[config.mk]
export PLATFORM = sky130hd
export DESIGN_NAME = axis_video_frame_ctrl
export DESIGN_NICKNAME = d
export VERILOG_FILES = /design/src/rtl/axis_video_frame_ctrl.sv
export SDC_FILE = /design/constraint.sdc
export NUM_CORES = 1
export LEC_CHECK = 0
export ABC_CLOCK_PERIOD_IN_PS = 5400
export CORE_ASPECT_RATIO = 0.75
export CORE_MARGIN = 1
export CORE_UTILIZATION = 54
export DETAILED_ROUTE_END_ITERATION = 8
export PLACE_DENSITY = 0.9
export SETUP_SLACK_MARGIN = 0.3
export SLEW_MARGIN = 30
export SYNTH_ARGS = -nofsm -noshare
export SYNTH_HDL_FRONTEND = slang
export SYNTH_SLANG_ARGS = --single-unit
export TNS_END_PERCENT = 20
[constraint.sdc]
create_clock -name clk -period 5.4 [get_ports clk]
set_input_delay 0.54 -clock clk [delete_from_list [all_inputs] [get_ports clk]]
set_output_delay 0.54 -clock clk [all_outputs]
set_load 0.01 [all_outputs]
[src/rtl/axis_video_frame_ctrl.sv]
// axis_video_frame_ctrl
//   Frames RGB444 renderer pixels into an AXI4-Stream video stream.
//   Pixels are expanded to 24-bit {R8,B8,G8}. Each frame is exactly
//   H_ACTIVE x V_ACTIVE beats. The first beat of a frame carries tuser,
//   and the last beat of each line carries tlast.
//   The controller arms while enable is high and starts a frame on a
//   frame_start pulse. It counts completed frames and starved cycles, and
//   flags a frame_start that arrives while a frame is in progress.
// Ports:
//   clk, reset               pixel clock, async active-high reset
//   enable, frame_start      arm level / frame start pulse
//   pix_data/valid/ready     renderer side (RGB444 {R4,G4,B4})
//   m_tdata/tvalid/tready    stream side, plus m_tuser (SOF), m_tlast (EOL)
//   busy                     frame in progress (streaming or draining)
//   frame_count              completed frames, wraps
//   stall_count              starved streaming cycles, saturates
//   resync_err               sticky mid-frame frame_start flag
module axis_video_frame_ctrl #(
  parameter int unsigned H_ACTIVE = 640,
  parameter int unsigned V_ACTIVE = 480,
  parameter int unsigned CNT_W    = 16
) (
  input  logic             clk,
  input  logic             reset,
  input  logic             enable,
  input  logic             frame_start,
  input  logic [11:0]      pix_data,
  input  logic             pix_valid,
  output logic             pix_ready,
  output logic [23:0]      m_tdata,
  output logic             m_tvalid,
  input  logic             m_tready,
  output logic             m_tuser,
  output logic             m_tlast,
  output logic             busy,
  output logic [CNT_W-1:0] frame_count,
  output logic [CNT_W-1:0] stall_count,
  output logic             resync_err
);

  localparam int unsigned XW = (H_ACTIVE > 1) ? $clog2(H_ACTIVE) : 1;
  localparam int unsigned YW = (V_ACTIVE > 1) ? $clog2(V_ACTIVE) : 1;

  typedef enum logic [1:0] {ST_IDLE, ST_ARMED, ST_STREAM, ST_DRAIN} state_t;

  state_t             state_q, state_d;
  logic [XW-1:0]      x_q, x_d;
  logic [YW-1:0]      y_q, y_d;
  logic [23:0]        tdata_q, tdata_d;
  logic               tvalid_q, tvalid_d;
  logic               tuser_q, tuser_d;
  logic               tlast_q, tlast_d;
  logic [CNT_W-1:0]   frame_q, frame_d;
  logic [CNT_W-1:0]   stall_q, stall_d;
  logic               resync_q, resync_d;

  logic               ready_c;
  logic               accept;
  logic               hs;
  logic               x_end;
  logic               y_end;

  always_comb begin
    state_d  = state_q;
    x_d      = x_q;
    y_d      = y_q;
    tdata_d  = tdata_q;
    tvalid_d = tvalid_q;
    tuser_d  = tuser_q;
    tlast_d  = tlast_q;
    frame_d  = frame_q;
    stall_d  = stall_q;
    resync_d = resync_q;

    // The output register can take a pixel when it is empty or is being
    // emptied in this same cycle. pix_valid is deliberately not an input.
    ready_c = (state_q == ST_STREAM) && (!tvalid_q || m_tready);
    accept  = pix_valid && ready_c;
    hs      = tvalid_q && m_tready;
    x_end   = (x_q == XW'(H_ACTIVE - 1));
    y_end   = (y_q == YW'(V_ACTIVE - 1));

    unique case (state_q)
      ST_IDLE: begin
        if (enable) state_d = ST_ARMED;
      end
      ST_ARMED: begin
        if (!enable) begin
          state_d = ST_IDLE;
        end else if (frame_start) begin
          state_d = ST_STREAM;
          x_d     = '0;
          y_d     = '0;
        end
      end
      ST_STREAM: begin
        if (accept && x_end && y_end) state_d = ST_DRAIN;
      end
      ST_DRAIN: begin
        // Only the final beat of the frame can be in the register here.
        if (hs) begin
          state_d = enable ? ST_ARMED : ST_IDLE;
          frame_d = frame_q + CNT_W'(1);
        end
      end
      default: state_d = ST_IDLE;
    endcase

    if (hs) tvalid_d = 1'b0;

    // A new pixel overrides the handshake clear, so reloads have no bubble.
    if (accept) begin
      tvalid_d = 1'b1;
      tdata_d  = {pix_data[11:8], pix_data[11:8],
                  pix_data[3:0],  pix_data[3:0],
                  pix_data[7:4],  pix_data[7:4]};
      tuser_d  = (x_q == '0) && (y_q == '0);
      tlast_d  = x_end;
      if (x_end) begin
        x_d = '0;
        y_d = y_end ? '0 : y_q + YW'(1);
      end else begin
        x_d = x_q + XW'(1);
      end
    end

    if (ready_c && !pix_valid && (stall_q != '1)) stall_d = stall_q + CNT_W'(1);

    if (frame_start && ((state_q == ST_STREAM) || (state_q == ST_DRAIN)))
      resync_d = 1'b1;
  end

  always_ff @(posedge clk or posedge reset) begin
    if (reset) begin
      state_q  <= ST_IDLE;
      x_q      <= '0;
      y_q      <= '0;
      tdata_q  <= '0;
      tvalid_q <= 1'b0;
      tuser_q  <= 1'b0;
      tlast_q  <= 1'b0;
      frame_q  <= '0;
      stall_q  <= '0;
      resync_q <= 1'b0;
    end else begin
      state_q  <= state_d;
      x_q      <= x_d;
      y_q      <= y_d;
      tdata_q  <= tdata_d;
      tvalid_q <= tvalid_d;
      tuser_q  <= tuser_d;
      tlast_q  <= tlast_d;
      frame_q  <= frame_d;
      stall_q  <= stall_d;
      resync_q <= resync_d;
    end
  end

  assign pix_ready   = ready_c;
  assign m_tdata     = tdata_q;
  assign m_tvalid    = tvalid_q;
  assign m_tuser     = tuser_q;
  assign m_tlast     = tlast_q;
  assign busy        = (state_q == ST_STREAM) || (state_q == ST_DRAIN);
  assign frame_count = frame_q;
  assign stall_count = stall_q;
  assign resync_err  = resync_q;

endmodule

==> impl_metrics.csv <==
group,metric,value,unit
job,cap_violations,0,
die,core.rowCount,25,
logic_synthesis,synth_edf_count,0,
worst_hold_path,hp-class,"register to register",
worst_hold_path,min-delay-start,"resync_err",
logic_synthesis,synthDominantCellAreaShare,48.94,%
logic_synthesis,synth.most_common_cell,"dfrtp_1",
logic_synthesis,ys_types,56,
layout,drive_above_1_share,10.79,%
layout,syn_to_final_growth,27.48,%
sta,drv_slew,0,
layout,seq_area,1727,sq um
logic_synthesis,synth_nets,365,
logic_synthesis,synthCells,341,
die,die_area,6865,sq um
die,start_util,55.84,%
sta,worstMarginPinSlew,0.6144,ns
critical_path,ff2ff_path_depth,5,
critical_path,cp-startpoint,"m_tready",
routing,drtIter0Drc,151,
global_routing,grt_max_degree,70,
critical_path,worstSetupPathType,"primary input to primary output",
sta,fin_crit_sh,44.09,%
critical_path,worstPathMaxFanout,4,
routing,drt-pass1-iter-count,4,
die,num_io_pins,80,
clock_network,cts_setup_buffers,0,
layout,nets,436,
clock_network,postCtsResizedCells,0,
sta,setup_slack,3.019,ns
place,hpwl,5448,um
place,gp_congestion,0.8129,
die,die-width,95.34,um
power_and_ir_drop,p_switching,0.0005945,W
sta,hold_ws,0.4695,ns
sta,slew-limit-headroom,59.04,%
logic_synthesis,ys_seq_elements,69,
logic_synthesis,synthFlopType,"dfrtp_1",
critical_path,reg2reg_to,"stall_count[1]",
critical_path,crit_path_end_kind,"primary output",
global_routing,grt_overflow_total,0,
sta,tns,0,ns
logic_synthesis,ys_top_cells_by_count,"dfrtp_1 (69), nand2_1 (67), xnor2_1 (19)",
global_routing,antenna_found_initial,0,
routing,route.detailed.drc,0,
layout,multi_input_area,1628,sq um
power_and_ir_drop,clockPowerShare,25.4,%
logic_synthesis,synth_top_area_cell,"dfrtp_1",
routing,routed_wl,7446,um
sta,min_period,2.381,ns
power_and_ir_drop,power_frac_seq,41.0,%
critical_path,crit_required,4.86,ns
status,outcome,"finished, final reports clean",
layout,stdcell_count,498,
sta,setup_viol,0,
layout,num_antenna_cells,0,
critical_path,cp-start-kind,"primary input",
logic_synthesis,synthTopCellsByArea,"dfrtp_1 (49%), nand2_1 (7.1%), xnor2_1 (4.7%)",
clock_network,clk_latency,0.35,ns
layout,utilization,71.19,%
clock_network,clock_path_buffers,2,
logic_synthesis,synthArstFlopShare,100.0,%
power_and_ir_drop,power_per_cell_area,399.0,nW/um^2
sta,finalClockSkew,0.009486,ns
die,chipHeight,72.01,um
critical_path,rrSetupSlack,3.41,ns
place,dp_cells,482,
routing,vias,2788,
clock_network,cts_inserted_buffers,9,
clock_network,cts_tree,"built",
clock_network,clock-sinks,69,
logic_synthesis,synth_warnings,0,
power_and_ir_drop,ir_worst_vdd,258.4,uV
global_routing,grt_util_all_layers,24.04,%
clock_network,hold_buffers,0,
routing,postRouteAntennaNets,0,
routing,vias_per_cell,5.598,
sta,grt_setup_unrepaired,"false",
die,core-area,6319,sq um
clock_network,cts.reportedPaths.clkPinSlew,0.07,ns
power_and_ir_drop,p_leak,1.999,nW
place,dp_slack,3.000,ns
layout,fillerInstances,439,
routing,wl_per_cell,14.95,um
power_and_ir_drop,pwr-share-comb,33.6,%
critical_path,worstSetupEndpoint,"pix_ready",
critical_path,reg2reg_from,"stall_count[0]",
logic_synthesis,seq_area_frac_synth,48.94,%
global_routing,grt_pass1_vias,2724,
logic_synthesis,syn_area_per_cell,10.35,sq um
place,numPortBuffers,79,
power_and_ir_drop,swShare,33.12,%
sta,finalHoldViolations,0,
global_routing,grt_pass1_wl,12650,um
clock_network,cts_root_buf,"clkbuf_8",
logic_synthesis,synthesis.area,3528,sq um
power_and_ir_drop,intPower,0.001200,W
critical_path,cp.arrival,1.84,ns
clock_network,h-tree-depth,3,
sta,fmax,0.4200,GHz
==> state kept, by name, summed over array words and instances, names as in the netlist, named ones only <==
signal,cells
stall_count,16
state_q,1
frame_count,16
y_q,9
m_tdata,12
m_tuser,1
x_q,10
resync_err,1
m_tvalid,1
m_tlast,1
==> cell type report <==
cell class                 instances  area share, %
clock buffer                      10          2.837
inverter                           7         0.5841
clock inverter                     6          1.919
multi-input combinational        245          36.19
sequential                        69          38.39
tap                               81          2.253
timing repair buffer              80          17.83
==> per-stage QoR <==
stage / total power, W / cell area, sq um
2_1_floorplan: 0.001076 / 3528
3_3_place_gp: 0.001320 / 4280
3_5_place_dp: 0.001352 / 4280
4_1_cts: 0.001811 / 4494
5_1_grt: 0.001896 / 4498
6_report: 0.001795 / 4498
==> per-layer routing <==
layer  track usage, %  wire length, um  up-vias  part of all wire [%]
met1            31.98             3299     1363                    44
li1                 -                -     1334                     -
met3            6.080              367        7                   4.9
met5                0                0        -                     0
met2            38.81             3696       84                    50
met4            7.576               83        0                   1.1
==> layout by cell type (no fill, tap or decap), drive strengths merged, types with 3 or more instances in the layout <==
cell and count:
and3 8, xnor2 19, a31oi 5, a21o 4, a21oi 7, nor4 7, ha 6, clkbuf 10
nand3 20, nand2 69, nand4 13, nor2 17, nor3 9, xor2 12, o21ai 12, dfrtp 69
and2 3, and4 7, clkdlybuf4s50 79, inv 8
==> how the worst min path moves through the flow <==
stage	cells after the start	to
floorplan	1	x_q[9]
global placement	1	resync_err
detailed placement	1	resync_err
CTS	1	resync_err
global route	1	stall_count[7]
finish	1	resync_err
==> cells by family after synthesis <==
family	Yosys count	share of synthesized area (%)
AND/OR/NAND/NOR	164	27.38
flip-flops	69	48.94
AO/OA/AOI/OAI	40	7.731
XOR/XNOR	31	7.695
buffers and inverters	27	4.929
adder cells (fa/ha/maj)	6	2.128
multiplexers	4	1.206
==> power groups by stage <==
stage	logic, W	clock network [W]	registers, W
after global placement	0.000583	0	0.000737
after global routing	0.000658	0.000485	0.000752
after CTS	0.000610	0.000466	0.000735
final	0.000603	0.000456	0.000735
after floorplan	0.000318	0	0.000757
after detailed placement	0.000607	0	0.000745
==> critical path: stages <==
cell and delay, ns:
clkdlybuf4s50_1 0.47, nor2b_1 0.27, nor2_1 0.08, clkdlybuf4s50_1 0.48
Note: power is estimated with default switching activity, not from simulation.
